--- src/rtl/bp_l15_pkg.sv ---
// Shared types and constants for the BlackParrot -> L1.5 store buffer.
package bp_l15_pkg;

  typedef enum logic [1:0] {
    e_size_1b = 2'b00,
    e_size_2b = 2'b01,
    e_size_4b = 2'b10,
    e_size_8b = 2'b11
  } bp_l15_size_e;

  typedef enum logic [1:0] {
    e_idle    = 2'd0,
    e_ld_wait = 2'd1,
    e_st_wait = 2'd2
  } bp_l15_sb_state_e;

  // Load issues in a row, while stores wait, before a store is forced out.
  localparam int unsigned starve_limit_lp = 8;
  localparam int unsigned streak_width_lp = 4;

endpackage

--- src/rtl/bp_l15_sb_cam.sv ---
// Store buffer entry storage with a line-address match vector over valid entries.
module bp_l15_sb_cam #(
  parameter int unsigned els_p            = 4,
  parameter int unsigned paddr_width_p    = 40,
  parameter int unsigned dword_width_p    = 64,
  parameter int unsigned block_offset_w_p = 6,
  parameter int unsigned ptr_width_p      = $clog2(els_p)
) (
  input  logic                     clk_i,
  input  logic                     reset_i,
  input  logic                     w_v_i,
  input  logic [ptr_width_p-1:0]   w_idx_i,
  input  logic [paddr_width_p-1:0] w_addr_i,
  input  logic [dword_width_p-1:0] w_data_i,
  input  logic [1:0]               w_size_i,
  input  logic                     clr_v_i,
  input  logic [ptr_width_p-1:0]   clr_idx_i,
  input  logic [ptr_width_p-1:0]   r_idx_i,
  output logic [paddr_width_p-1:0] r_addr_o,
  output logic [dword_width_p-1:0] r_data_o,
  output logic [1:0]               r_size_o,
  input  logic [paddr_width_p-1:0] cmp_addr_i,
  output logic [els_p-1:0]         match_o
);

  logic [paddr_width_p-1:0] addr_q [els_p];
  logic [dword_width_p-1:0] data_q [els_p];
  logic [1:0]               size_q [els_p];
  logic [els_p-1:0]         valid_q;

  always_ff @(posedge clk_i) begin
    if (reset_i) begin
      valid_q <= '0;
    end else begin
      if (clr_v_i) valid_q[clr_idx_i] <= 1'b0;
      // Tail and head can only coincide when empty or full, so the write wins.
      if (w_v_i) valid_q[w_idx_i] <= 1'b1;
    end
  end

  always_ff @(posedge clk_i) begin
    if (w_v_i) begin
      addr_q[w_idx_i] <= w_addr_i;
      data_q[w_idx_i] <= w_data_i;
      size_q[w_idx_i] <= w_size_i;
    end
  end

  assign r_addr_o = addr_q[r_idx_i];
  assign r_data_o = data_q[r_idx_i];
  assign r_size_o = size_q[r_idx_i];

  always_comb begin
    match_o = '0;
    for (int unsigned i = 0; i < els_p; i++) begin
      match_o[i] = valid_q[i] &&
          (addr_q[i][paddr_width_p-1:block_offset_w_p] ==
           cmp_addr_i[paddr_width_p-1:block_offset_w_p]);
    end
  end

endmodule

--- src/rtl/bp_l15_store_buffer.sv ---
// Write-through store queue that shares the transducer request port with D$ load misses.
module bp_l15_store_buffer
  import bp_l15_pkg::*;
#(
  parameter int unsigned els_p            = 4,
  parameter int unsigned paddr_width_p    = 40,
  parameter int unsigned dword_width_p    = 64,
  parameter int unsigned block_offset_w_p = 6,
  parameter int unsigned lru_width_p      = 3
) (
  input  logic                     clk_i,
  input  logic                     reset_i,
  input  logic                     st_v_i,
  output logic                     st_ready_o,
  input  logic [paddr_width_p-1:0] st_addr_i,
  input  logic [dword_width_p-1:0] st_data_i,
  input  logic [1:0]               st_size_i,
  input  logic                     ld_v_i,
  input  logic [paddr_width_p-1:0] ld_addr_i,
  input  logic [lru_width_p-1:0]   ld_lru_way_i,
  output logic                     ld_yumi_o,
  input  logic                     xdcr_ready_i,
  output logic                     xdcr_v_o,
  output logic                     xdcr_store_o,
  output logic [paddr_width_p-1:0] xdcr_addr_o,
  output logic [lru_width_p-1:0]   xdcr_lru_way_o,
  output logic [dword_width_p-1:0] xdcr_data_o,
  output logic [1:0]               xdcr_size_o,
  input  logic                     xdcr_done_i,
  output logic                     empty_o
);

  localparam int unsigned PtrW = $clog2(els_p);
  localparam int unsigned CntW = $clog2(els_p + 1);
  localparam logic [PtrW-1:0] LastIdx = PtrW'(els_p - 1);
  localparam logic [CntW-1:0] FullCnt = CntW'(els_p);
  localparam logic [streak_width_lp-1:0] StarveCnt = streak_width_lp'(starve_limit_lp);

  bp_l15_sb_state_e state_q, state_d;
  logic [PtrW-1:0] head_q, head_d, tail_q, tail_d;
  logic [CntW-1:0] count_q, count_d;
  logic [streak_width_lp-1:0] streak_q, streak_d;

  logic                     enq, retire, conflict, starve, take_load;
  logic                     ld_issue, st_issue;
  logic [els_p-1:0]         match;
  logic [paddr_width_p-1:0] head_addr;
  logic [dword_width_p-1:0] head_data;
  logic [1:0]               head_size;

  bp_l15_sb_cam #(
    .els_p           (els_p),
    .paddr_width_p   (paddr_width_p),
    .dword_width_p   (dword_width_p),
    .block_offset_w_p(block_offset_w_p),
    .ptr_width_p     (PtrW)
  ) u_cam (
    .clk_i     (clk_i),
    .reset_i   (reset_i),
    .w_v_i     (enq),
    .w_idx_i   (tail_q),
    .w_addr_i  (st_addr_i),
    .w_data_i  (st_data_i),
    .w_size_i  (st_size_i),
    .clr_v_i   (retire),
    .clr_idx_i (head_q),
    .r_idx_i   (head_q),
    .r_addr_o  (head_addr),
    .r_data_o  (head_data),
    .r_size_o  (head_size),
    .cmp_addr_i(ld_addr_i),
    .match_o   (match)
  );

  assign st_ready_o = ~reset_i & (count_q != FullCnt);
  assign empty_o    = reset_i | (count_q == '0);
  assign enq        = st_v_i & st_ready_o;
  assign retire     = (state_q == e_st_wait) & xdcr_done_i;
  assign conflict   = ld_v_i & (|match);
  assign starve     = (streak_q >= StarveCnt) & (count_q != '0);
  assign take_load  = ld_v_i & ~conflict & ~starve;

  always_comb begin
    state_d        = state_q;
    xdcr_v_o       = 1'b0;
    xdcr_store_o   = 1'b0;
    xdcr_addr_o    = head_addr;
    xdcr_lru_way_o = '0;
    xdcr_data_o    = head_data;
    xdcr_size_o    = head_size;
    ld_yumi_o      = 1'b0;
    ld_issue       = 1'b0;
    st_issue       = 1'b0;
    unique case (state_q)
      e_idle: begin
        if (take_load) begin
          xdcr_v_o       = ~reset_i;
          xdcr_addr_o    = ld_addr_i;
          xdcr_lru_way_o = ld_lru_way_i;
          if (xdcr_ready_i && !reset_i) begin
            ld_yumi_o = 1'b1;
            ld_issue  = 1'b1;
            state_d   = e_ld_wait;
          end
        end else if (count_q != '0) begin
          xdcr_v_o     = ~reset_i;
          xdcr_store_o = 1'b1;
          if (xdcr_ready_i && !reset_i) begin
            st_issue = 1'b1;
            state_d  = e_st_wait;
          end
        end
      end
      e_ld_wait: if (xdcr_done_i) state_d = e_idle;
      e_st_wait: if (xdcr_done_i) state_d = e_idle;
      default:   state_d = e_idle;
    endcase
  end

  always_comb begin
    head_d   = head_q;
    tail_d   = tail_q;
    count_d  = count_q;
    streak_d = streak_q;
    if (enq)    tail_d = (tail_q == LastIdx) ? '0 : tail_q + 1'b1;
    if (retire) head_d = (head_q == LastIdx) ? '0 : head_q + 1'b1;
    if (enq && !retire)      count_d = count_q + 1'b1;
    else if (!enq && retire) count_d = count_q - 1'b1;
    // Only loads that bypass waiting stores extend the streak.
    if (st_issue) begin
      streak_d = '0;
    end else if (ld_issue) begin
      if (count_q == '0)             streak_d = '0;
      else if (streak_q != StarveCnt) streak_d = streak_q + 1'b1;
    end
  end

  always_ff @(posedge clk_i) begin
    if (reset_i) begin
      state_q  <= e_idle;
      head_q   <= '0;
      tail_q   <= '0;
      count_q  <= '0;
      streak_q <= '0;
    end else begin
      state_q  <= state_d;
      head_q   <= head_d;
      tail_q   <= tail_d;
      count_q  <= count_d;
      streak_q <= streak_d;
    end
  end

endmodule

--- config.mk ---
export PLATFORM = sky130hd
export DESIGN_NAME = bp_l15_store_buffer
export DESIGN_NICKNAME = d
export VERILOG_FILES = /design/src/rtl/bp_l15_pkg.sv /design/src/rtl/bp_l15_sb_cam.sv /design/src/rtl/bp_l15_store_buffer.sv
export SDC_FILE = /design/constraint.sdc
export NUM_CORES = 1
export LEC_CHECK = 0
export CAP_MARGIN = 10
export CORE_ASPECT_RATIO = 0.6
export CORE_UTILIZATION = 51
export CTS_BUF_LIST = sky130_fd_sc_hd__clkbuf_4 sky130_fd_sc_hd__clkbuf_8
export DETAILED_ROUTE_END_ITERATION = 6
export GPL_TIMING_DRIVEN = 0
export PLACE_DENSITY = 0.89
export SLEW_MARGIN = 20
export SYNTH_ARGS = -nofsm -noshare
export SYNTH_HDL_FRONTEND = slang
export SYNTH_HIERARCHICAL = 1
export SYNTH_SLANG_ARGS = --single-unit
--- constraint.sdc ---
create_clock -name clk_i -period 11.75 [get_ports clk_i]
set_clock_uncertainty 0.05 [all_clocks]
set_input_delay 2.35 -clock clk_i [delete_from_list [all_inputs] [get_ports clk_i]]
set_output_delay 2.35 -clock clk_i [all_outputs]
set_load 0.02 [all_outputs]
==> implementation parameters <==
Parameter                              Value

Outcome
  Run status    finished, violations left
  Violations in the final reports    DRC

Flow run
  Max cap viols    0

Power
  Power per Cell Area    156 nW/um^2
  Clock network fraction of total power    about a third
  Share of total power consumed by net switching    25.4%
  Internal portion of total power    between 2 and 3 mW
  Leakage power total    7.48 nW
  Total Power    3.62 mW
  Seq pwr share    50.5%
  Combinational cell fraction of total power    between 10% and 20%
  Switching power    just over 0.9 mW
  Worst IR drop on VDD    about 140 uV

Floorplan
  Die X    247 um
  Count of pins on the block boundary    between 200 and 300
  Core Rows    between 50 and 60
  Die outline height    149 um
  Die ar.    around 37,000 um^2
  Placeable Area    between 30,000 and 40,000 um^2
  Initial core utilization    between 50% and 60%

Cells and area
  Post-layout nets    1,429
  Area overhead of the layout relative to synthesis    26.5%
  Post-layout util    around 66%
  Layout cells sized above 1    between 20% and 30%
  Total non-filler cell area in the finished layout    23,300 um^2

CTS
  H-tree level count    3
  Clock insertion delay at the later pin of the skew report    0.61 ns
  Clock root buffer master    sky130_fd_sc_hd__clkbuf_8
  Resized Gates After CTS    0
  Clock sinks    441
  Clock-pin transition on the worst setup and hold timing paths    about 0.060 ns
  Post-cts hold buffer count    0
  Post-CTS setup buffers    0
  Clock buffer count from CTS    67
  Clock tree from TritonCTS    built
  Maximum buffer depth of the clock tree    3

Critical path
  Nature of the critical path startpoint    input pin
  Kind of end point of the critical path    output pin
  CP Class    input pin to output pin
  Largest fanout on the critical path    10
  Biggest cell delay along the critical path    0.56 ns
  Worst Path Arrival    approximately 6.2 ns
  Dominant cell type by count on the critical path    sky130_fd_sc_hd__clkdlybuf4s50_1
  Data required time at the worst endpoint    roughly 9.4 ns
  Slowest-stage cell, CP    sky130_fd_sc_hd__clkdlybuf4s50_1
  Cell Chain, Critical Path    clkdlybuf4s50_1 > clkbuf_2 > xnor2_1 > nand4_1 > or4_1 > nor3_2 > nor3b_1 > nand4_2 > buf_2 > mux2_1 > clkdlybuf4s50_1

Synthesis
  Share of flip-flops with an asynchronous set or reset after synthesis    0%
  Top-area cell type share of the netlist area    between 60 and 70%
  Syn Inst Count    911
  Ranking of synthesized cells by area    sky130_fd_sc_hd__edfxtp_1 69%, sky130_fd_sc_hd__mux4_2 13%, sky130_fd_sc_hd__xor2_1 3.1%
  Top_reg_cell synth    sky130_fd_sc_hd__edfxtp_1
  Post-synthesis sequential element count    ~440
  Post-synthesis sequential area ratio    71.0%
  Avg Synthesized Cell Area    just over 20 um^2
  Syn Nets    about 1.1k
  Cell accounting for the most synthesized area    sky130_fd_sc_hd__edfxtp_1
  Count of distinct cell types in the synthesized netlist    between 40 and 50
  Most common library cells after synthesis    424 x sky130_fd_sc_hd__edfxtp_1, 106 x sky130_fd_sc_hd__mux4_2, 66 x sky130_fd_sc_hd__xor2_1
  Number of enable-type register cells in the synthesized netlist    ~420
  Yosys warning total    6
  Most frequent cell after synthesis    sky130_fd_sc_hd__edfxtp_1
  Post-synth design cell area    18,400 um^2

Global route
  Overall overflow remaining after global route    0
  Number of global-route vias before repair    around 11k
  Maximum number of pins on one net before global-route repair    43
  Number of antenna violations at the first check in global routing    2
  Global-route wire length before repair    64,500 um
  GRT Resource Usage Total    about a quarter

STA
  Final count of negative-setup-slack endpoints    0
  Time the worst path needs with I/O delays and setup    between 8 and 9 ns
  Max Slew Vio Count    0
  Unrepaired setup endpoints after global routing    no
  Maximum clock frequency    roughly 0.12 GHz
  Hold Fails Final Rpt    0
  Slew at the pin with the worst max-slew slack    1.04 ns
  Slew headroom    between 30% and 40%
  Final Cycle Share    ~73%

Route
  Via count    about 10k
  Antenna Nets Post-Route    0
  Length of the first detailed-routing pass in iterations    7
  Drc violations    15
  Initial DRC count    989
  Detailed-route wire length per cell    around 25 um
  Via density    between 5 and 6
  Final wirelength    44,200 um

Hold path
  Worst min path class    flip-flop to flip-flop

Place
  Routability cong.    approximately 0.90
  Estimated wirelength of the detail-placed design    between 30,000 and 40,000 um
  Placed Instance Area    between 20,000 and 25,000 um^2
  Count of input and output buffers    between 200 and 300
-- sequential cells by signal, indices dropped and copies added (netlist names) --
signal / cells
u_cam/data_q: 256
u_cam/addr_q: 160
u_cam/size_q: 8
streak_q: 4
u_cam/valid_q: 4
count_q: 3
head_q: 2
state_q: 2
tail_q: 2
-- power groups by stage --
| stage | Sequential (mW) | Combinational [mW] | Clock [mW] |
|---|---|---|---|
| 6_report | 1.83 | 0.591 | 1.20 |
| 5_1_grt | 1.83 | 0.622 | 1.30 |
| 4_1_cts | 1.83 | 0.594 | 1.23 |
| 3_5_place_dp | 1.86 | 0.589 | 0 |
| 3_3_place_gp | 1.87 | 0.564 | 0 |
| 2_1_floorplan | 1.86 | 0.301 | 0 |
-- worst paths after layout --
| path | to | slack, ns | cells past startpoint | startpoint |
|---|---|---|---|---|
| worst max-delay path | xdcr_addr_o[23] | 3.15 | 11 | ld_addr_i[31] |
| worst min-delay path | state_q[1] | 0.47 | 2 | state_q[1] |
| worst max register to register | u_cam/data_q[0][25] | 8.44 | 7 | count_q[0] |
| worst min register to register | state_q[1] | 0.47 | 2 | state_q[1] |
-- layer usage --
| metal | up-vias | share of wire, % | track usage, % | routed length [um] |
|---|---|---|---|---|
| met1 | 5178 | 38 | 32.0 | 16900 |
| met2 | 537 | 49 | 39.4 | 21500 |
| met4 | 2 | 2.4 | 7.24 | 1060 |
| li1 | 4413 | - | - | - |
| met5 | - | 0.025 | 0 | 11 |
| met3 | 72 | 11 | 8.15 | 4700 |
-- logic make-up after synthesis --
kind of cell	Yosys count	share of synthesized area [%]
multiplexers	148	15.5
buffers and inverters	52	1.68
AO/OA/AOI/OAI	23	0.789
adder cells (fa/ha/maj)	8	0.585
flip-flops	441	71.0
XOR/XNOR	139	6.94
AND/OR/NAND/NOR	100	3.43
-- final cells by class --
class	count	area (um^2)
diodes	1	2.50
clock buffers	85	1060
clock inverters	28	181
inverters	12	45.0
multi-input cells	418	5050
flip-flops and latches	441	13100
plain buffers	40	264
fillers	2299	12000
repair buffers	286	3020
well taps	467	584
-- stage by stage --
step | instances | worst slack [ns] | hold WS, ns | setup TNS, ns
final | 1778 | 3.15 | 0.466 | 0
after global routing | 1778 | 3.03 | 0.491 | 0
after CTS | 1777 | 3.22 | 0.462 | 0
after detailed placement | 1664 | 3.22 | 0.449 | 0
after global placement | 1646 | -0.656 | 0.421 | -75.88
after floorplan | 911 | 3.51 | 0.406 | 0
-- critical path: cells and delay by family --
family        cells  cell delay, ns
simple gates      5            1.41
mux               1            0.44
xor+xnor          1            0.43
buf+inv           4            1.57
-- cells in the final DEF, fill, tap and decap left out, types with 6 or more instances in the layout --
cell / count
sky130_fd_sc_hd__a21oi_1: 12
sky130_fd_sc_hd__buf_16: 6
sky130_fd_sc_hd__buf_2: 17
sky130_fd_sc_hd__buf_6: 19
sky130_fd_sc_hd__clkbuf_1: 9
sky130_fd_sc_hd__clkbuf_4: 17
sky130_fd_sc_hd__clkbuf_8: 68
sky130_fd_sc_hd__clkdlybuf4s50_1: 268
sky130_fd_sc_hd__clkinv_1: 15
sky130_fd_sc_hd__dfxtp_1: 17
sky130_fd_sc_hd__edfxtp_1: 424
sky130_fd_sc_hd__ha_1: 7
sky130_fd_sc_hd__inv_1: 12
sky130_fd_sc_hd__mux2_1: 37
sky130_fd_sc_hd__mux4_2: 106
sky130_fd_sc_hd__nand2_1: 6
sky130_fd_sc_hd__nand4_1: 20
sky130_fd_sc_hd__nor2_1: 16
sky130_fd_sc_hd__nor3_2: 6
sky130_fd_sc_hd__nor4_1: 17
sky130_fd_sc_hd__xnor2_1: 65
sky130_fd_sc_hd__xnor2_2: 8
sky130_fd_sc_hd__xor2_1: 66
Note: power is estimated with default switching activity, not from simulation.
